`src/rtl/avmm_memtest_master_if.sv`:
```
`default_nettype none
// +----------------------------------------------------------------------------+
// | avmm_memtest_master_if : word-addressed Avalon-MM bus, master/slave views |
// | Rev 1.0                                                                    |
// +----------------------------------------------------------------------------+
interface avmm_memtest_master_if #(
    parameter int ADDR_W = 15,
    parameter int DATA_W = 32
);
    logic [ADDR_W-1:0]   avm_address;
    logic [DATA_W/8-1:0] avm_byteenable;
    logic                avm_read;
    logic                avm_write;
    logic [DATA_W-1:0]   avm_writedata;
    logic [DATA_W-1:0]   avm_readdata;
    logic                avm_readdatavalid;
    logic                avm_waitrequest;

    modport master (
        output avm_address, avm_byteenable, avm_read, avm_write, avm_writedata,
        input  avm_readdata, avm_readdatavalid, avm_waitrequest
    );

    modport slave (
        input  avm_address, avm_byteenable, avm_read, avm_write, avm_writedata,
        output avm_readdata, avm_readdatavalid, avm_waitrequest
    );
endinterface
`default_nettype wire

```
`src/rtl/avmm_memtest_master.sv`:
```
`default_nettype none
// +----------------------------------------------------------------------------+
// | avmm_memtest_master : write-then-verify RAM tester on an Avalon-MM bus.    |
// | Optional AVMM_MEMTEST_LFSR_EN selects a Galois LFSR pattern over seed+i.   |
// | Rev 1.0                                                                    |
// +----------------------------------------------------------------------------+
module avmm_memtest_master #(
    parameter int ADDR_W = 15,
    parameter int DATA_W = 32,
    parameter int ERR_W  = 16
) (
    input  wire                clk,
    input  wire                reset_n,
    input  wire                start,
    input  wire [ADDR_W-1:0]   base_addr,
    input  wire [ADDR_W:0]     num_words,
    input  wire [DATA_W-1:0]   seed,
    output logic               busy,
    output logic               done,
    output logic               pass,
    output logic [ERR_W-1:0]   err_count,
    output logic [ADDR_W-1:0]  first_err_addr,
    output logic [DATA_W-1:0]  first_err_data,
    avmm_memtest_master_if.master avm
);

    localparam logic [ADDR_W:0]   C_IDX_ONE  = (ADDR_W+1)'(1);
    localparam logic [ADDR_W-1:0] C_ADDR_ONE = ADDR_W'(1);
    localparam logic [ERR_W-1:0]  C_ERR_ONE  = ERR_W'(1);
    localparam logic [DATA_W-1:0] C_DATA_ONE = DATA_W'(1);
`ifdef AVMM_MEMTEST_LFSR_EN
    localparam logic [DATA_W-1:0] C_LFSR_TAPS = DATA_W'(32'h8020_0003);
`endif

    typedef enum logic [2:0] {
        S_IDLE    = 3'd0,
        S_WR      = 3'd1,
        S_RD_REQ  = 3'd2,
        S_RD_WAIT = 3'd3,
        S_FIN     = 3'd4
    } state_t;

    state_t              r_state;
    logic [ADDR_W-1:0]   r_base;
    logic [ADDR_W:0]     r_num;
    logic [ADDR_W:0]     r_idx;
    logic [DATA_W-1:0]   r_seed;
    logic [DATA_W-1:0]   r_pat;
    logic                w_last;
    logic [DATA_W-1:0]   w_pat_nxt;

    function automatic logic [DATA_W-1:0] pat_first(input logic [DATA_W-1:0] s);
`ifdef AVMM_MEMTEST_LFSR_EN
        return (s == '0) ? C_DATA_ONE : s;
`else
        return s;
`endif
    endfunction

    function automatic logic [DATA_W-1:0] pat_step(input logic [DATA_W-1:0] p);
`ifdef AVMM_MEMTEST_LFSR_EN
        return (p >> 1) ^ (p[0] ? C_LFSR_TAPS : '0);
`else
        return p + C_DATA_ONE;
`endif
    endfunction

    // r_pat always holds pattern(r_idx); avm_address tracks base+r_idx modulo the address space
    assign w_last    = ((r_idx + C_IDX_ONE) == r_num);
    assign w_pat_nxt = pat_step(r_pat);

    always_ff @(posedge clk) begin
        if (!reset_n) begin
            r_state            <= S_IDLE;
            r_base             <= '0;
            r_num              <= '0;
            r_idx              <= '0;
            r_seed             <= '0;
            r_pat              <= '0;
            busy               <= 1'b0;
            done               <= 1'b0;
            pass               <= 1'b0;
            err_count          <= '0;
            first_err_addr     <= '0;
            first_err_data     <= '0;
            avm.avm_address    <= '0;
            avm.avm_byteenable <= '0;
            avm.avm_read       <= 1'b0;
            avm.avm_write      <= 1'b0;
            avm.avm_writedata  <= '0;
        end else begin
            done <= 1'b0;
            case (r_state)
                S_IDLE: begin
                    if (start) begin
                        r_base         <= base_addr;
                        r_num          <= num_words;
                        r_seed         <= seed;
                        r_idx          <= '0;
                        r_pat          <= pat_first(seed);
                        err_count      <= '0;
                        first_err_addr <= '0;
                        first_err_data <= '0;
                        pass           <= 1'b0;
                        busy           <= 1'b1;
                        if (num_words == '0) begin
                            r_state <= S_FIN;
                        end else begin
                            r_state            <= S_WR;
                            avm.avm_write      <= 1'b1;
                            avm.avm_byteenable <= '1;
                            avm.avm_address    <= base_addr;
                            avm.avm_writedata  <= pat_first(seed);
                        end
                    end
                end
                S_WR: begin
                    if (!avm.avm_waitrequest) begin
                        if (w_last) begin
                            r_idx             <= '0;
                            r_pat             <= pat_first(r_seed);
                            avm.avm_write     <= 1'b0;
                            avm.avm_writedata <= '0;
                            avm.avm_read      <= 1'b1;
                            avm.avm_address   <= r_base;
                            r_state           <= S_RD_REQ;
                        end else begin
                            r_idx             <= r_idx + C_IDX_ONE;
                            r_pat             <= w_pat_nxt;
                            avm.avm_address   <= avm.avm_address + C_ADDR_ONE;
                            avm.avm_writedata <= w_pat_nxt;
                        end
                    end
                end
                S_RD_REQ: begin
                    if (!avm.avm_waitrequest) begin
                        avm.avm_read       <= 1'b0;
                        avm.avm_byteenable <= '0;
                        r_state            <= S_RD_WAIT;
                    end
                end
                S_RD_WAIT: begin
                    if (avm.avm_readdatavalid) begin
                        if (avm.avm_readdata != r_pat) begin
                            if (err_count == '0) begin
                                first_err_addr <= avm.avm_address;
                                first_err_data <= avm.avm_readdata;
                            end
                            if (err_count != '1) begin
                                err_count <= err_count + C_ERR_ONE;
                            end
                        end
                        if (w_last) begin
                            r_state <= S_FIN;
                        end else begin
                            r_idx              <= r_idx + C_IDX_ONE;
                            r_pat              <= w_pat_nxt;
                            avm.avm_address    <= avm.avm_address + C_ADDR_ONE;
                            avm.avm_read       <= 1'b1;
                            avm.avm_byteenable <= '1;
                            r_state            <= S_RD_REQ;
                        end
                    end
                end
                S_FIN: begin
                    done    <= 1'b1;
                    busy    <= 1'b0;
                    pass    <= (err_count == '0);
                    r_state <= S_IDLE;
                end
                default: begin
                    r_state <= S_IDLE;
                end
            endcase
        end
    end

endmodule
`default_nettype wire

```
`src/flat_wrapper.sv`:
```
// flat-port wrapper written by rule: the top's interface ports become plain ports
module avmm_memtest_master_flat 
#(
    parameter int ADDR_W = 15,
    parameter int DATA_W = 32,
    parameter int ERR_W  = 16
)
  (clk, reset_n, start, base_addr, num_words, seed, busy, done, pass, err_count, first_err_addr, first_err_data, avm_avm_address, avm_avm_byteenable, avm_avm_read, avm_avm_write, avm_avm_writedata, avm_avm_readdata, avm_avm_readdatavalid, avm_avm_waitrequest);
  avmm_memtest_master_if #(.ADDR_W(ADDR_W), .DATA_W(DATA_W)) avm_i ();
  input  wire clk;
  input  wire reset_n;
  input  wire start;
  input  wire [ADDR_W-1:0] base_addr;
  input  wire [ADDR_W:0] num_words;
  input  wire [DATA_W-1:0] seed;
  output logic busy;
  output logic done;
  output logic pass;
  output logic [ERR_W-1:0] err_count;
  output logic [ADDR_W-1:0] first_err_addr;
  output logic [DATA_W-1:0] first_err_data;
  output wire logic [$bits(avm_i.avm_address)-1:0] avm_avm_address;
  output wire logic [$bits(avm_i.avm_byteenable)-1:0] avm_avm_byteenable;
  output wire logic [$bits(avm_i.avm_read)-1:0] avm_avm_read;
  output wire logic [$bits(avm_i.avm_write)-1:0] avm_avm_write;
  output wire logic [$bits(avm_i.avm_writedata)-1:0] avm_avm_writedata;
  input wire logic [$bits(avm_i.avm_readdata)-1:0] avm_avm_readdata;
  input wire logic [$bits(avm_i.avm_readdatavalid)-1:0] avm_avm_readdatavalid;
  input wire logic [$bits(avm_i.avm_waitrequest)-1:0] avm_avm_waitrequest;
  assign avm_avm_address = avm_i.avm_address;
  assign avm_avm_byteenable = avm_i.avm_byteenable;
  assign avm_avm_read = avm_i.avm_read;
  assign avm_avm_write = avm_i.avm_write;
  assign avm_avm_writedata = avm_i.avm_writedata;
  assign avm_i.avm_readdata = avm_avm_readdata;
  assign avm_i.avm_readdatavalid = avm_avm_readdatavalid;
  assign avm_i.avm_waitrequest = avm_avm_waitrequest;
  avmm_memtest_master #(.ADDR_W(ADDR_W), .DATA_W(DATA_W), .ERR_W(ERR_W)) u_core (.clk(clk), .reset_n(reset_n), .start(start), .base_addr(base_addr), .num_words(num_words), .seed(seed), .busy(busy), .done(done), .pass(pass), .err_count(err_count), .first_err_addr(first_err_addr), .first_err_data(first_err_data), .avm(avm_i));
endmodule
```
`config.mk`:
```
export PLATFORM = sky130hd
export DESIGN_NAME = avmm_memtest_master_flat
export DESIGN_NICKNAME = d
export VERILOG_FILES = /design/src/rtl/avmm_memtest_master_if.sv /design/src/rtl/avmm_memtest_master.sv /design/src/flat_wrapper.sv
export SDC_FILE = /design/constraint.sdc
export NUM_CORES = 1
export LEC_CHECK = 0
export CAP_MARGIN = 20
export CORE_ASPECT_RATIO = 0.5
export CORE_MARGIN = 4
export CORE_UTILIZATION = 60
export DETAILED_ROUTE_END_ITERATION = 16
export DONT_BUFFER_PORTS = 1
export PLACE_DENSITY = 0.76
export SLEW_MARGIN = 10
export SYNTH_ARGS = -nofsm -noshare
export SYNTH_HDL_FRONTEND = slang
export SYNTH_SLANG_ARGS = --single-unit
export TNS_END_PERCENT = 30
```
`constraint.sdc`:
```
create_clock -name clk -period 3.72 [get_ports clk]
set_input_delay 0.558 -clock clk [delete_from_list [all_inputs] [get_ports clk]]
set_output_delay 0.558 -clock clk [all_outputs]
set_load 0.05 [all_outputs]
```
==> results.sh <==
export IMPL_timing_rr_end="u_core.avm.avm_address[2]"
export IMPL_htree_levels=1
export IMPL_fmax_ghz=0.285
export IMPL_drive_above_1_share=0.0719
export IMPL_cp_required_ns=4.10
export IMPL_drc=0
export IMPL_num_fill_cells=1567
export IMPL_synth_commonest_cells="dfxtp_1 (230), nand2_1 (224), a21oi_1 (141)"
export IMPL_r2r_cells=10
export IMPL_p_per_area_mw_per_mm2=488
export IMPL_finalHoldViolCount=0
export IMPL_grt_pass1_wl_mm=58.9
export IMPL_syn_area_mm2=0.0117
export IMPL_dp_final_hpwl_mm=25.5
export IMPL_hold_buffers=0
export IMPL_critical_path_top_delay_family="simple AND/OR/NAND/NOR gates"
export IMPL_critical_path_max_fanout=41
export IMPL_ys_ff_latch=230
export IMPL_die_area_mm2=0.0220
export IMPL_tritoncts="built"
export IMPL_worstMarginPinSlew_ns=1.02
export IMPL_via_count=11239
export IMPL_hp_start="seed[23]"
export IMPL_die_h_um=107
export IMPL_syn_area_per_cell_um2=7.94
export IMPL_core_rowCount=35
export IMPL_rsz0062_at_grt="false"
export IMPL_routedWlPerCell_um=21.8
export IMPL_ys_flop_type="dfxtp_1"
export IMPL_max_stage_delay_ns=0.52
export IMPL_port_buffers=0
export IMPL_slew_headroom=0.320
export IMPL_worst_setup_path_start_kind="flip-flop"
export IMPL_cp_arrival_ns=3.89
export IMPL_clk_latency_ns=0.52
export IMPL_tns_ns=0
export IMPL_overflow=0
export IMPL_ys_seq_area_frac=0.392
export IMPL_r2r_start="u_core.r_idx[1]"
export IMPL_cts_max_path_buffers=3
export IMPL_first_iter_violations=1216
export IMPL_period_share=0.944
export IMPL_slowest_stage="or4_1"
export IMPL_dieWidth_um=206
export IMPL_status="finished clean"
export IMPL_synth_cells=1478
export IMPL_min_path_cells=2
export IMPL_cp_end_kind="flip-flop"
export IMPL_r2r_setup_slack_ns=0.21
export IMPL_yosysTopAreaCell="dfxtp_1"
export IMPL_cp_cell_sequence="ha_1 > and3_1 > xnor2_1 > nor4_2 > o2111ai_1 > or4_1 > buf_12 > o21a_1 > a211oi_1 > o32ai_1"
export IMPL_ant_nets=0
export IMPL_cts_setup_buffers=0
export IMPL_firstDrtPassIters=6
export IMPL_ys_top_cells_by_area="dfxtp_1 (39%), nand2_1 (7.2%), a21oi_1 (6.0%)"
export IMPL_maxCapViolCount=0
export IMPL_cts_sinks=230
export IMPL_ys_warn_count=0
export IMPL_gp_congestion=0.951
export IMPL_synth_edf_count=0
export IMPL_start_util=0.624
export IMPL_cts_root_buf="clkbuf_16"
export IMPL_grt_pass1_vias=10921
export IMPL_clkTransAtPathRegs_ns=0.07
export IMPL_finClkSkew_ns=0.0171
export IMPL_use_met3=0.0604
export IMPL_post_route_min_period_ns=3.51
export IMPL_placed_area_mm2=0.0119
export IMPL_cts_buffers=21
export IMPL_p_leak_uw=0.00441
export IMPL_final_nets=1526
export IMPL_report_final_slew_viol_count=0
export IMPL_holdWs_ns=0.169
export IMPL_viasPerCell=6.64
export IMPL_busiest_layer="met2"
export IMPL_async_flop_share=0
export IMPL_worstHoldPathType="input pin to flip-flop"
export IMPL_ys_types=65
export IMPL_synth_most_common_cell="dfxtp_1"
export IMPL_path_class="flip-flop to flip-flop"
export IMPL_core_mm2=0.0188
export IMPL_ir_drop_mv=0.345
export IMPL_holdPathEnd="u_core.r_seed[23]"
export IMPL_io_pins=219
export IMPL_syn_num_nets=1583
export IMPL_fin_area_mm2=0.0126
export IMPL_gr_usage_met1=0.433
export IMPL_setup_viol=0
export IMPL_synth_top_area_share=0.392
export IMPL_diodes=0
export IMPL_fin_util=0.670
export IMPL_critPathBufInv=1
export IMPL_grt_use_met2=0.543
export IMPL_area_growth_pct=7.25
export IMPL_antenna_found_initial=1
export IMPL_grt_start_max_net_pins=100
export IMPL_drt_wl_total_mm=36.9
export IMPL_track_usage=0.326
==> layer usage <==
metal,vias up,wire length (um),share of wire
li1,5174,-,-
met1,5371,15100,0.41
met2,592,17100,0.46
met3,100,3470,0.094
met4,2,1150,0.031
met5,-,13,0.00035
==> metrics by stage <==
step	worst slack, ns	total power, uW	std cells
finish	0.209	6140	1692
global route	0.0306	6370	1692
detailed placement	0.163	4060	1657
CTS	0.148	6120	1692
floorplan	0.627	3790	1478
global placement	0.354	4020	1657
==> repair_timing <==
action,4_1_cts,5_1_grt
gates resized for setup,0,1
endpoints found under the setup margin,0,55
hold endpoints to repair,0,0
==> logic make-up (layout without fill, tap and decap cells) <==
kind of cell | Yosys count | in the layout | share of synthesized area
compound gates | 415 | 415 | 0.232
fa+ha+maj | 5 | 5 | 0.00533
mux | 34 | 34 | 0.0290
flops | 230 | 230 | 0.392
simple gates | 524 | 524 | 0.205
buf+inv | 166 | 121 | 0.0579
xor+xnor | 104 | 104 | 0.0783
==> cell type report <==
type,count,area [um2],area share
Timing Repair Buffer,43,348,0.0276
Clock inverter,2,16.3,0.00129
Sequential cell,230,4610,0.366
Multi-Input combinational cell,1082,6500,0.517
Tap cell,259,324,0.0258
Clock buffer,33,621,0.0493
Inverter,43,163,0.0129
==> worst max-delay path by stage <==
stage | startpoint | to | slack, ns | cells after the start
floorplan | u_core.r_idx[1] | u_core.avm.avm_address[1] | 0.63 | 13
global placement | u_core.r_idx[1] | u_core.avm.avm_address[1] | 0.35 | 10
detailed placement | u_core.r_idx[1] | u_core.r_pat[25] | 0.16 | 10
CTS | u_core.r_idx[1] | u_core.avm.avm_address[2] | 0.15 | 10
global route | u_core.r_idx[1] | u_core.avm.avm_address[2] | 0.03 | 10
finish | u_core.r_idx[1] | u_core.avm.avm_address[2] | 0.21 | 10
==> power breakdown <==
part	total [uW]	switching, uW	leakage [uW]	internal, uW
clock	2110	963	0.000308	1140
sequential	3080	452	0.00189	2630
combinational	948	600	0.00221	349
==> cells in the final DEF, fill, tap and decap left out, drive strengths merged, types with 16 or more instances in the layout <==
cell and count:
inv 43, mux2i 34, a211oi 23, nor3 42, nor2 100, a311oi 29
xor2 56, xnor2 48, nand2 225, a31oi 16, nand4 23, buf 43
dfxtp 230, a2bb2oi 27, a22oi 19, a21oi 141, o211ai 35, nor4 24
o21ai 72, nand3 52, clkbuf 33
==> sequential cells by signal (all words and copies together) (netlist names) <==
register                   cells
u_core.avm.avm_byteenable      1
u_core.avm.avm_writedata      32
u_core.pass                    1
u_core.r_seed                 32
u_core.err_count              16
u_core.r_state                 3
u_core.avm.avm_address        15
u_core.first_err_addr         15
u_core.avm.avm_read            1
u_core.r_num                  16
u_core.r_pat                  32
u_core.busy                    1
u_core.r_idx                  16
u_core.avm.avm_write           1
u_core.done                    1
u_core.r_base                 15
u_core.first_err_data         32
Power figures use the tool's default switching activity.
